`src/rtl/spi_slave_dev.sv`:
```
// SPI slave peripheral with an AVR-style SPCR/SPSR/SPDR register view.
// All pins are oversampled in the clk_i domain.
module spi_slave_dev #(
    parameter bit ENABLE      = 1'b1,
    parameter bit WCOL_ENABLE = 1'b1
) (
    input  logic       clk_i,
    input  logic       rst_ni,
    input  logic       ena_i,
    input  logic [5:0] adr_i,
    input  logic [7:0] data_i,
    output logic [7:0] data_o,
    input  logic       re_i,
    input  logic       we_i,
    output logic       selected_o,
    output logic       irq_req_o,
    input  logic       irq_ack_i,
    output logic       mux_en_o,
    input  logic       sclk_i,
    input  logic       ss_n_i,
    input  logic       mosi_i,
    output logic       miso_o,
    output logic       miso_en_o
);

    localparam logic [5:0] SPCR_ADDRESS = 6'h2C;
    localparam logic [5:0] SPSR_ADDRESS = 6'h2D;
    localparam logic [5:0] SPDR_ADDRESS = 6'h2E;

    typedef enum logic {IDLE, ACTIVE} state_t;

    state_t      state_q, state_d;
    logic [7:0]  spcr_q, spcr_d;
    logic [7:0]  tx_r_q, tx_r_d;
    logic [7:0]  tx_sh_q, tx_sh_d;
    logic [7:0]  rx_sh_q, rx_sh_d;
    logic [7:0]  rx_buf_q, rx_buf_d;
    logic [2:0]  bit_cnt_q, bit_cnt_d;
    logic        spif_q, spif_d;
    logic        wcol_q, wcol_d;
    logic        cpol_q, cpol_d;
    logic        cpha_q, cpha_d;
    logic        dord_q, dord_d;
    logic [2:0]  sclk_q;
    logic [2:0]  ss_q;
    logic [1:0]  mosi_q;

    logic hit_spcr, hit_spsr, hit_spdr;
    logic wr_spcr, wr_spdr, rd_spdr, acc_spdr;
    logic spe, sclk_chg, lead, trail, sample, shift;
    logic ss_fall, ss_rise;
    logic spif_set, wcol_set;
    logic [7:0] rx_next;

    assign hit_spcr = ENABLE && (adr_i == SPCR_ADDRESS);
    assign hit_spsr = ENABLE && (adr_i == SPSR_ADDRESS);
    assign hit_spdr = ENABLE && (adr_i == SPDR_ADDRESS);

    assign wr_spcr  = ena_i & we_i & hit_spcr;
    assign wr_spdr  = ena_i & we_i & hit_spdr;
    assign rd_spdr  = ena_i & re_i & hit_spdr;
    assign acc_spdr = ena_i & (re_i | we_i) & hit_spdr;

    assign selected_o = (hit_spcr | hit_spsr | hit_spdr) & (re_i | we_i);

    always_comb begin
        data_o = '0;
        unique case (1'b1)
            hit_spcr: data_o = spcr_q;
            hit_spsr: data_o = {spif_q, wcol_q, 6'b0};
            hit_spdr: data_o = rx_buf_q;
            default:  data_o = '0;
        endcase
    end

    assign spe       = spcr_q[6];
    assign mux_en_o  = spe;
    assign irq_req_o = ENABLE && spif_q && spcr_q[7];
    assign miso_o    = dord_q ? tx_sh_q[0] : tx_sh_q[7];
    assign miso_en_o = (state_q == ACTIVE);

    // Leading edge leaves the idle level held in the latched CPOL copy.
    assign sclk_chg = sclk_q[1] ^ sclk_q[2];
    assign lead     = sclk_chg & (sclk_q[2] == cpol_q);
    assign trail    = sclk_chg & (sclk_q[2] != cpol_q);
    assign sample   = cpha_q ? trail : lead;
    assign shift    = cpha_q ? lead : trail;
    assign ss_fall  = ss_q[2] & ~ss_q[1];
    assign ss_rise  = ~ss_q[2] & ss_q[1];

    always_comb begin
        state_d   = state_q;
        spcr_d    = spcr_q;
        tx_r_d    = tx_r_q;
        tx_sh_d   = tx_sh_q;
        rx_sh_d   = rx_sh_q;
        rx_buf_d  = rx_buf_q;
        bit_cnt_d = bit_cnt_q;
        cpol_d    = cpol_q;
        cpha_d    = cpha_q;
        dord_d    = dord_q;
        spif_set  = 1'b0;
        wcol_set  = 1'b0;
        rx_next   = dord_q ? {mosi_q[1], rx_sh_q[7:1]}
                           : {rx_sh_q[6:0], mosi_q[1]};

        if (wr_spcr) begin
            spcr_d = data_i & 8'hEF;
        end

        unique case (state_q)
            IDLE: begin
                if (wr_spdr) begin
                    tx_r_d = data_i;
                end
                if (spe && ss_fall) begin
                    state_d   = ACTIVE;
                    cpol_d    = spcr_q[3];
                    cpha_d    = spcr_q[2];
                    dord_d    = spcr_q[5];
                    tx_sh_d   = tx_r_q;
                    rx_sh_d   = '0;
                    bit_cnt_d = '0;
                end
            end
            ACTIVE: begin
                wcol_set = wr_spdr;
                if (!spe || ss_rise) begin
                    state_d   = IDLE;
                    bit_cnt_d = '0;
                end else if (sample) begin
                    rx_sh_d   = rx_next;
                    bit_cnt_d = bit_cnt_q + 3'd1;
                    if (bit_cnt_q == 3'd7) begin
                        rx_buf_d = rx_next;
                        spif_set = 1'b1;
                        tx_sh_d  = tx_r_q;
                    end
                end else if (shift && bit_cnt_q != 3'd0) begin
                    tx_sh_d = dord_q ? {1'b0, tx_sh_q[7:1]}
                                     : {tx_sh_q[6:0], 1'b0};
                end
            end
            default: state_d = IDLE;
        endcase

        spif_d = spif_set | (spif_q & ~(irq_ack_i | acc_spdr));
        wcol_d = WCOL_ENABLE && (wcol_set | (wcol_q & ~rd_spdr));
    end

    always_ff @(posedge clk_i or negedge rst_ni) begin
        if (!rst_ni) begin
            state_q   <= IDLE;
            spcr_q    <= '0;
            tx_r_q    <= '0;
            tx_sh_q   <= '0;
            rx_sh_q   <= '0;
            rx_buf_q  <= '0;
            bit_cnt_q <= '0;
            spif_q    <= 1'b0;
            wcol_q    <= 1'b0;
            cpol_q    <= 1'b0;
            cpha_q    <= 1'b0;
            dord_q    <= 1'b0;
            sclk_q    <= 3'b000;
            ss_q      <= 3'b111;
            mosi_q    <= 2'b00;
        end else begin
            state_q   <= state_d;
            spcr_q    <= spcr_d;
            tx_r_q    <= tx_r_d;
            tx_sh_q   <= tx_sh_d;
            rx_sh_q   <= rx_sh_d;
            rx_buf_q  <= rx_buf_d;
            bit_cnt_q <= bit_cnt_d;
            spif_q    <= spif_d;
            wcol_q    <= wcol_d;
            cpol_q    <= cpol_d;
            cpha_q    <= cpha_d;
            dord_q    <= dord_d;
            sclk_q    <= {sclk_q[1:0], sclk_i};
            ss_q      <= {ss_q[1:0], ss_n_i};
            mosi_q    <= {mosi_q[0], mosi_i};
        end
    end

endmodule

```
`config.mk`:
```
export PLATFORM = sky130hd
export DESIGN_NAME = spi_slave_dev
export DESIGN_NICKNAME = d
export VERILOG_FILES = /design/src/rtl/spi_slave_dev.sv
export SDC_FILE = /design/constraint.sdc
export NUM_CORES = 1
export LEC_CHECK = 0
export ABC_AREA = 1
export CAP_MARGIN = 20
export CORE_UTILIZATION = 35
export DETAILED_ROUTE_END_ITERATION = 10
export PLACE_DENSITY = 0.68
export SYNTH_ARGS = -nofsm -noshare
export SYNTH_HDL_FRONTEND = slang
export SYNTH_SLANG_ARGS = --single-unit
```
`constraint.sdc`:
```
create_clock -name clk_i -period 1.76 [get_ports clk_i]
set_clock_uncertainty 0.2 [all_clocks]
set_input_delay 0.352 -clock clk_i [delete_from_list [all_inputs] [get_ports clk_i]]
set_output_delay 0.352 -clock clk_i [all_outputs]
set_load 0.05 [all_outputs]
```
; ---- Yosys cells after proc, flatten, opt, wreduce, memory -nomap -nowiden
; Cells that the tools add are included.
[op_classes]
addsub = 1
eq_ne = 12
mux = 28
n_bitwise = 27
n_reduce_logical = 12
[op_table]
columns = cell, count
row1 = 8-bit two-way mux, 10
row2 = 8-bit case mux with 2 select lines, 2
row3 = 8-bit case mux with 3 select lines, 1
row4 = 6-bit == test (second input constant), 3
row5 = 1-bit bitwise AND, 14
row6 = 1-bit two-way mux, 10
row7 = 3-bit two-way mux, 3
row8 = 4-bit AND reduction, 2
row9 = 3-bit by 1-bit != test with 1-bit output (second input constant), 2
row10 = 1-bit inverter, 6
row11 = 1-bit OR, 6
row12 = 3-bit case mux with 2 select lines, 1
row13 = 2-bit AND reduction, 3
row14 = 2-bit != test (second input constant), 2
row15 = 3-bit by 1-bit adder with 3-bit output (second input constant), 1
row16 = 3-bit == test (second input constant), 1
row17 = 1-bit logical AND, 3
row18 = 3-bit by 2-bit != test with 1-bit output (second input constant), 1
row19 = 3-bit AND reduction, 1
row20 = 3-bit nonzero test, 1
row21 = 2-bit by 1-bit != test with 1-bit output (second input constant), 1
row22 = 1-bit case mux with 2 select lines, 1
row23 = 1-bit == test, 1
row24 = 1-bit logical NOT, 1
row25 = other kinds (3), 3
[word_totals]
register_bits = 56
input_bits = 23
output_inout_bits = 13
word_cells = 95

; ---- Logic depth before layout (Yosys ltp)
; Gate-level depths: netlist of the first run.
[logic_depth]
ltp_word = 8
mapped_depth = 10
depth_no_buf = 10

; ---- Worst setup path after synthesis of the first run
; No wires, ideal clock.
[synth_path]
path_kind = in2out
start = input adr_i[0]
end = output data_o[0]
arrival_ns = 1.790
required_ns = 1.208
slack_ns = -0.582
cell_stages = 5
n_path_buf = 0
path_cell_list = inv_1 -> nand2_1 -> nor2_1 -> nand2_2 -> o21ai_0
[synth_via]
elab_chain_len = 2
elab_cells_between_ends = 4
classes_between = eq/ne (3) / mux (1)
[synth_rtl]
columns = item, line
row1 = "start, declared", 10  ; input logic [5:0] adr_i,
row2 = "6-bit == test, on equally long branches", "57, 55, 56"
row3 = 8-bit case mux with 3 select lines (*), 68  ; unique case (1'b1)
row4 = "end, declared", 12  ; output logic [7:0] data_o,
; Mark *: on every way between the ends. The rest lies on a longest branch, timed or not.

; ---- Worst setup path after layout of the first run
[layout_path]
start = input adr_i[3]
end = output data_o[7]
; The elaborated chain is that of the path after synthesis.

==> qor.yml, run 1 <==
run_status:
  status: "finished, violations left"
  violations: "setup timing"
drt:
  drt_iter0_drc: 135
  wl_mm: 6.85
  drc_errors: 0
  vias_per_cell: 4.80
  ant_nets: 0
  vias: 2529
  first_pass_iters: 4
  wl_per_cell_um: 13.0
floorplanning:
  die_h_um: 91.4
  start_util: 0.362
  chipWidth_um: 91.4
  dieArea_um2: 8360
  ioPinCount: 36
  core_um2: 7730
  rows: 32
clocking:
  cts_inserted_buffers: 5
  clockBufferDepth: 2
  cts-htree-levels: 2
  clock-sinks: 56
  clk_latency_ns: 0.33
  cts_tree: "done"
  cts_root_buf: "clkbuf_8"
  path_clk_slew_ns: 0.10
timing:
  setup_viol_count_final: 6
  slew_violations: 0
  final.period_utilization: 1.07
  finalCriticalPeriod_ns: 1.88
  setup_slack_ns: -0.115
  rsz0062_at_grt: "yes"
  timing.fmax_mhz: 533
  hold_viol_final: 0
  slew_headroom: 0.712
  worst_slew_pin_slew_ns: 0.427
pwr:
  cellPowerDensity_nw_per_um2: 604
  power.internal_mw: 1.78
  switching_share: 0.277
  pwr-share-clk: 0.311
  switching_power_mw: 0.682
  ir_drop_uv: 459
  p_total_mw: 2.46
  combinationalPowerShare: 0.134
  power_frac_seq: 0.554
  leakage_nw: 1.91
layout:
  finalCoreUtilization: 0.528
  nNetsFinal: 450
  filler_cell_count: 660
  final_cell_mix: "nand2_1, dfrtp_1, inv_1, buf_4, o21ai_0"
  n_antenna_cell: 0
  final_area_um2: 4080
  layout_commonest_cell: "nand2_1"
  post_layout_nonfiller_instances: 527
  syn_to_final_growth_pct: 45.6
  final_layout_size_suffix_gt1_frac: 0.299
  register_area_um2: 1410
  multi_input_area_um2: 1380
global_routing:
  grt_max_degree: 24
  grt_pass1_wl_mm: 11.2
  grt_pass1_vias: 2428
  track_usage: 0.167
  grt_remaining_overflow: 0
  antenna_found_initial: 0
synth:
  yosysWarnings: 0
  syn_inst: 346
  synth.distinct_cells: 29
  async_flop_share: 1.00
  ys_seq_elements: 56
  synth_nets: 372
  ys_seq_area_frac: 0.502
  synth_edf_count: 0
  syn_area_um2: 2800
  synth-main-ff-cell: "dfrtp_1"
  avgSynthCellArea_um2: 8.09
run:
  max-cap-violations: 0
placed_design:
  globalplace.congestion: 0.801
  dpl.hpwl_mm: 4.74
  place_inst: 499
  io_buffers: 35
  place_area_um2: 3610
setup_path:
  worst-setup-path-type: "primary input to output pin"
  arrival_ns: 1.32
  cp-start-kind: "primary input"
  end_kind: "output pin"
  crit_fanout: 2
  cp.required_ns: 1.21
worst_hold_path:
  hp-class: "register to register"
-- layout make-up --
cell class                 count  area share
sequential                    56       0.345
multi-input combinational    233       0.338
timing repair buffer          77       0.205
inverter                      50      0.0537
tap                          102      0.0313
clock buffer                   5      0.0169
clock inverter                 3     0.00829
timing repair inverter         1     0.00153
-- state kept, by name (all words and copies together) (netlist names), 2 cells and up --
name,count
tx_sh_q,8
rx_buf_q,8
mosi_q,2
tx_r_q,8
ss_q,3
sclk_q,3
bit_cnt_q,3
rx_sh_q,8
spcr_q,7
-- power by group through the flow --
stage               clock (mW)  combinational [mW]  sequential [mW]
floorplan                    0               0.129             1.38
global placement             0               0.280             1.39
detailed placement           0               0.284             1.39
CTS                      0.777               0.299             1.36
global route             0.829               0.364             1.37
finish                   0.766               0.330             1.36
-- worst max-delay path, stage by stage --
cell and delay (ns):
buf_2 0.10, nand2_4 0.07, nor2_4 0.12, nand2_2 0.09, nor2_2 0.12, nand2_1 0.08, o211ai_1 0.16, clkbuf_16 0.23
-- through the flow --
stage / TNS [ns] / worst slack (ns) / hold slack, ns
floorplan: -1.59 / -0.272 / -0.144
global placement: -10.21 / -0.555 / 0.0952
detailed placement: -11.15 / -0.591 / 0.102
CTS: -1.01 / -0.150 / 0.165
global route: -1.07 / -0.138 / 0.168
finish: -0.355 / -0.115 / 0.160
-- layer usage --
metal | vias to the layer above | routed length [um] | global-route usage
met1 | 1184 | 2940 | 0.209
met2 | 70 | 3460 | 0.291
met5 | - | 0 | 0
met4 | 0 | 111 | 0.0529
li1 | 1264 | - | -
met3 | 11 | 332 | 0.0302
-- cell usage after synthesis, types with 5 or more instances --
cell type / instances / area, um2
nand2_1: 115 / 432
dfrtp_1: 53 / 1330
inv_1: 45 / 169
o21ai_0: 36 / 180
nand3_1: 21 / 105
nand4_1: 12 / 75.1
o21ai_1: 12 / 60.1
nor2_1: 9 / 33.8
nand2_2: 5 / 31.3
-- path summary, 6_finish.rpt --
path,startpoint,end,slack [ns],cells after the start
worst max register to register,ss_q[2],rx_buf_q[7],0.05,8
worst min register to register,mosi_q[0],mosi_q[1],0.16,0
max in group asynchronous,rst_ni,mosi_q[0],0.50,3
worst min-delay path,mosi_q[0],mosi_q[1],0.16,0
worst max-delay path,adr_i[3],data_o[7],-0.12,8
min in group asynchronous,rst_ni,spcr_q[3],0.28,2
-- timing repair --
item,CTS,global route
hold buffers,1,0
setup buffers,10,9
gates resized for setup,48,32
pin swaps,10,12
endpoints found under the hold margin,13,0
endpoints found under the setup margin,28,35
gates cloned,0,1
-- kinds of logic after synthesis --
| kind of cell | synth area share |
|---|---|
| simple gates | 0.288 |
| buf+inv | 0.0822 |
| compound gates | 0.114 |
| fa+ha+maj | 0.0134 |
| flops | 0.502 |
Note: power is estimated with default switching activity, not from simulation.
==> run 2, diff against run 1 <==
--- a/config.mk
+++ b/config.mk
@@ -7,6 +7,7 @@
 export LEC_CHECK = 0
 export ABC_AREA = 1
 export CAP_MARGIN = 20
+export CORE_MARGIN = 2
 export CORE_UTILIZATION = 35
 export DETAILED_ROUTE_END_ITERATION = 10
 export PLACE_DENSITY = 0.68
==> run 2 against run 1 <==
  * The flow still finishes with violations (setup timing)
  * Routed wire length rose by 4.1%
  * Critical path type unchanged
  * Global-route usage fell by 0.27 points
  * Clock-buffer cell count did not move
  * Core utilization fell by 0.58 points
  * Highest routed layer unchanged
  * Power rose by 0.48%
==> qor.yml, run 2 (same netlist as run 1, synthesis figures left out) <==
layout:
  final_cell_mix: "nand2_1, dfrtp_1, inv_1, o21ai_0, buf_4"
  syn_to_final_growth_pct: 44.0
  n_antenna_cell: 0
  nNetsFinal: 447
  final_area_um2: 4030
  finalCoreUtilization: 0.522
  filler_cell_count: 675
  layout_commonest_cell: "nand2_1"
  final_layout_size_suffix_gt1_frac: 0.294
clocking:
  cts_root_buf: "clkbuf_8"
  cts_inserted_buffers: 5
  cts_tree: "done"
  clock-sinks: 56
  path_clk_slew_ns: 0.11
  clk_latency_ns: 0.32
  cts-htree-levels: 2
  clockBufferDepth: 2
global_routing:
  antenna_found_initial: 0
  grt_remaining_overflow: 0
  grt_max_degree: 57
  grt_pass1_wl_mm: 11.5
  grt_pass1_vias: 2400
  track_usage: 0.165
worst_hold_path:
  min_to: "ss_q[1]"
  whs_path_depth: 0
  hp-class: "register to register"
  hold_start: "ss_q[0]"
setup_path:
  worst-setup-path-type: "primary input to output pin"
  cpLargestDelayFamily: "buffers and inverters"
  r2r_cells: 8
  crit_fanout: 4
  reg2reg_setup_slack_ns: 0.01
  crit_buf_inv: 3
  rr_endpoint: "tx_sh_q[0]"
  end_kind: "output pin"
  arrival_ns: 1.31
  slowest_stage: "o211ai_1"
  crit_path_max_incr_delay_ns: 0.26
  r2r_start: "ss_q[2]"
  crit_chain: "buf_12 > inv_16 > nand2_4 > nor2_4 > nand2_8 > o211ai_1 > clkbuf_16"
  cp.required_ns: 1.21
  cp-start-kind: "primary input"
floorplanning:
  dieArea_um2: 8730
  die_h_um: 93.4
  chipWidth_um: 93.4
  ioPinCount: 36
  start_util: 0.362
  rows: 32
  core_um2: 7730
placed_design:
  place_area_um2: 3590
  globalplace.congestion: 0.800
  io_buffers: 35
  dpl.hpwl_mm: 4.82
  dp_slack_ns: -0.566
run_status:
  violations: "setup timing"
  status: "finished, violations left"
drt:
  drc_errors: 0
  drt_iter0_drc: 190
  wl_per_cell_um: 13.6
  vias: 2566
  vias_per_cell: 4.90
  ant_nets: 0
  first_pass_iters: 5
  wl_mm: 7.13
pwr:
  leakage_nw: 1.87
  cellPowerDensity_nw_per_um2: 613
  ir_drop_uv: 335
  p_total_mw: 2.47
run:
  max-cap-violations: 0
timing:
  timing.fmax_mhz: 536
  setup_slack_ns: -0.105
  hold_viol_final: 0
  worst_slew_pin_slew_ns: 0.397
  final.period_utilization: 1.06
  slew_violations: 0
  rsz0062_at_grt: "yes"
  slew_headroom: 0.733
  finalCriticalPeriod_ns: 1.87
  hold_slack_ns: 0.165
  setup_viol_count_final: 9
run 2: cell count changes in the layout (fill, tap and decap cells not counted), moves of 2 or more:
cell,delta
nand2_4,-2
o21ai_2,+2
nand2_2,+3
o21ai_4,-2
buf_4,-6
clkinv_4,-2
run 2: worst max-delay path by stage:
stage,start,to,slack (ns),cells past startpoint
after detailed placement,adr_i[0],data_o[7],-0.57,8
after global routing,adr_i[0],data_o[7],-0.16,7
after global placement,adr_i[0],data_o[7],-0.55,8
after floorplan,adr_i[3],data_o[2],-0.27,4
after CTS,adr_i[0],data_o[7],-0.18,8
final,adr_i[0],data_o[7],-0.11,7
run 2: cell type report:
cell class / instances / area, um2 / share of cell area
Clock buffer: 5 / 68.8 / 0.0171
Clock inverter: 3 / 28.8 / 0.00714
Inverter: 50 / 214 / 0.0531
Multi-Input combinational cell: 235 / 1380 / 0.342
Sequential cell: 56 / 1410 / 0.349
Tap cell: 102 / 128 / 0.0317
Timing Repair Buffer: 72 / 801 / 0.199
Timing Repair inverter: 1 / 6.26 / 0.00155
run 2: worst reg2reg max path: cells and delay by family, from the launching register on:
kind	cells	cell delay (ns)
flip-flops	1	0.54
AND/OR/NAND/NOR	2	0.16
buffers and inverters	3	0.33
AO/OA/AOI/OAI	3	0.47
run 2: routing by layer:
| layer | part of all wire | vias to the layer above | global-route usage |
|---|---|---|---|
| li1 | - | 1261 | - |
| met1 | 0.43 | 1210 | 0.234 |
| met2 | 0.50 | 84 | 0.260 |
| met3 | 0.049 | 11 | 0.0266 |
| met4 | 0.017 | 0 | 0.0478 |
| met5 | 0 | - | 0 |
run 2: timing repair:
item,CTS,global route
endpoints found under the hold margin,53,0
pin swaps,8,12
cloned,1,2
buffers inserted,7,10
hold buffers,1,0
setup endpoints to repair,25,33
resized for setup,44,32
run 2: where the power goes:
| group | switching (mW) | leakage [nW] | internal, mW |
|---|---|---|---|
| clock | 0.471 | 0.0511 | 0.302 |
| combinational | 0.189 | 1.06 | 0.145 |
| sequential | 0.0335 | 0.752 | 1.33 |
| total | 0.694 | 1.87 | 1.78 |
run 2: through the flow:
stage               setup TNS, ns  cells
floorplan                   -1.59    346
global placement           -10.68    496
detailed placement         -11.37    496
CTS                         -1.23    513
global route                -1.46    524
finish                     -0.646    524
==> run 3, diff against run 2 <==
--- a/config.mk
+++ b/config.mk
@@ -6,10 +6,12 @@
 export NUM_CORES = 1
 export LEC_CHECK = 0
 export ABC_AREA = 1
+export ABC_CLOCK_PERIOD_IN_PS = 1760
 export CAP_MARGIN = 20
 export CORE_MARGIN = 2
 export CORE_UTILIZATION = 35
 export DETAILED_ROUTE_END_ITERATION = 10
+export GPL_TIMING_DRIVEN = 0
 export PLACE_DENSITY = 0.68
 export SYNTH_ARGS = -nofsm -noshare
 export SYNTH_HDL_FRONTEND = slang
==> run 3 against run 2 <==
  * The run still ends with setup timing left
  * Power fell by 1.1%
  * Critical path depth is 1 lower
  * Clock-buffer cell count is the same
  * Critical path type unchanged
==> qor.yml, run 3 (same netlist as run 1, synthesis figures left out) <==
setup_path:
  worst-setup-path-type: "primary input to output pin"
  r2r_start: "sclk_q[2]"
  end_kind: "output pin"
  arrival_ns: 1.25
  crit_chain: "buf_6 > nor2_4 > nand3_4 > buf_4 > o22ai_2 > buf_6"
  cp-start-kind: "primary input"
  crit_fanout: 5
  crit_path_max_incr_delay_ns: 0.18
  crit_top_cell: "buf_6"
  cp.required_ns: 1.21
  rr_endpoint: "tx_sh_q[2]"
  reg2reg_setup_slack_ns: 0.02
  r2r_cells: 8
  slowest_stage: "nor2_4"
drt:
  drc_errors: 0
  first_pass_iters: 4
  ant_nets: 0
  wl_per_cell_um: 13.4
  vias_per_cell: 4.83
  vias: 2494
  wl_mm: 6.90
  drt_iter0_drc: 236
clocking:
  cts_inserted_buffers: 5
  clk_latency_ns: 0.32
  path_clk_slew_ns: 0.10
  cts_root_buf: "clkbuf_8"
  cts-htree-levels: 2
  clock-sinks: 56
  cts_tree: "done"
  clockBufferDepth: 2
timing:
  timing.fmax_mhz: 554
  finalCriticalPeriod_ns: 1.80
  setup_viol_count_final: 5
  hold_viol_final: 0
  setup_slack_ns: -0.0446
  rsz0062_at_grt: "yes"
  final.period_utilization: 1.03
  slew_violations: 0
  slew_headroom: 0.724
  worst_slew_pin_slew_ns: 0.414
floorplanning:
  ioPinCount: 36
  dieArea_um2: 8730
  rows: 32
  die_h_um: 93.4
  start_util: 0.362
  core_um2: 7730
  chipWidth_um: 93.4
global_routing:
  grt_max_degree: 42
  antenna_found_initial: 0
  grt_pass1_vias: 2385
  grt_remaining_overflow: 0
  track_usage: 0.159
  grt_pass1_wl_mm: 11.1
layout:
  n_antenna_cell: 0
  syn_to_final_growth_pct: 37.6
  final_cell_mix: "nand2_1, dfrtp_1, inv_1, o21ai_0, buf_4"
  final_layout_size_suffix_gt1_frac: 0.307
  layout_commonest_cell: "nand2_1"
  nNetsFinal: 439
pwr:
  power.internal_mw: 1.76
  pwr-share-clk: 0.312
  cellPowerDensity_nw_per_um2: 635
  leakage_nw: 1.80
  switching_power_mw: 0.689
  power_frac_seq: 0.558
  combinationalPowerShare: 0.130
  switching_share: 0.282
  p_total_mw: 2.44
  ir_drop_uv: 352
placed_design:
  dpl.hpwl_mm: 4.68
  dp_slack_ns: -1.23
  io_buffers: 35
  globalplace.congestion: 0.828
run:
  max-cap-violations: 0
worst_hold_path:
  hp-class: "register to register"
  whs_path_depth: 0
  min_to: "sclk_q[1]"
  hold_start: "sclk_q[0]"
run_status:
  violations: "setup timing"
  status: "finished, violations left"
==> run 3: changes by cell type in the layout (fill, tap and decap cells not counted), sizes merged <==
cell / previous run / this run
buf: 55 / 43
clkbuf: 6 / 8
dlygate4sd2: 0 / 2
clkinvlp: 0 / 1
clkdlybuf4s50: 15 / 13
clkdlybuf4s15: 0 / 2
inv: 54 / 52
clkinv: 0 / 1
==> run 3: power by group through the flow <==
stage | Sequential, mW | Clock [mW] | Combinational [mW]
global placement | 1.39 | 0 | 0.246
CTS | 1.36 | 0.780 | 0.290
detailed placement | 1.39 | 0 | 0.256
global route | 1.37 | 0.826 | 0.351
finish | 1.36 | 0.762 | 0.317
floorplan | 1.38 | 0 | 0.129
==> run 3: worst max-delay path by stage <==
stage | startpoint | endpoint | slack, ns | cells after the start
after floorplan | adr_i[3] | data_o[2] | -0.27 | 4
after global placement | rst_ni | spcr_q[6] | -1.78 | 1
after detailed placement | adr_i[0] | data_o[3] | -1.23 | 7
after CTS | adr_i[5] | data_o[7] | -0.05 | 8
after global routing | adr_i[4] | data_o[3] | -0.09 | 6
final | adr_i[4] | data_o[3] | -0.04 | 6
==> run 3: critical path, delay by kind of cell <==
kind / cells / cell delay (ns)
and+or+nand+nor: 2 / 0.33
AOI/OAI and AO/OA: 1 / 0.12
buffers and inverters: 3 / 0.45
==> run 3: routing by layer <==
layer	track usage	wire [um]	up-vias
li1	-	-	1255
met1	0.224	3130	1149
met2	0.255	3320	78
met3	0.0234	356	12
met4	0.0429	89	0
met5	0	0	-
==> run 3: metrics by stage <==
stage	utilization	instances	area [um2]	hold slack, ns	setup TNS [ns]
final	0.498	516	3850	0.159	-0.150
after global routing	0.498	516	3850	0.169	-0.770
after CTS	0.473	502	3660	0.158	-0.0862
after detailed placement	0.432	484	3340	0.103	-21.88
after global placement	0.431	483	3330	0.136	-107.64
after floorplan	-	346	2850	-0.144	-1.59
==> run 3: timing repair <==
action,4_1_cts,5_1_grt
endpoints found under the hold margin,15,0
buffers inserted,9,12
resized for setup,145,29
pin swaps,12,14
gates cloned,1,2
setup endpoints to repair,51,36
hold buffers,1,0
==> run 3: area by class of cell <==
class                   instances  area [um2]
clock inverters                 3        25.0
fillers                       709        3880
well taps                     102         128
multi-input cells             235        1400
repair buffers                 58         562
clock buffers                   5        68.8
flip-flops and latches         56        1410
repair inverters                1        6.26
plain buffers                   6        28.8
inverters                      50         219
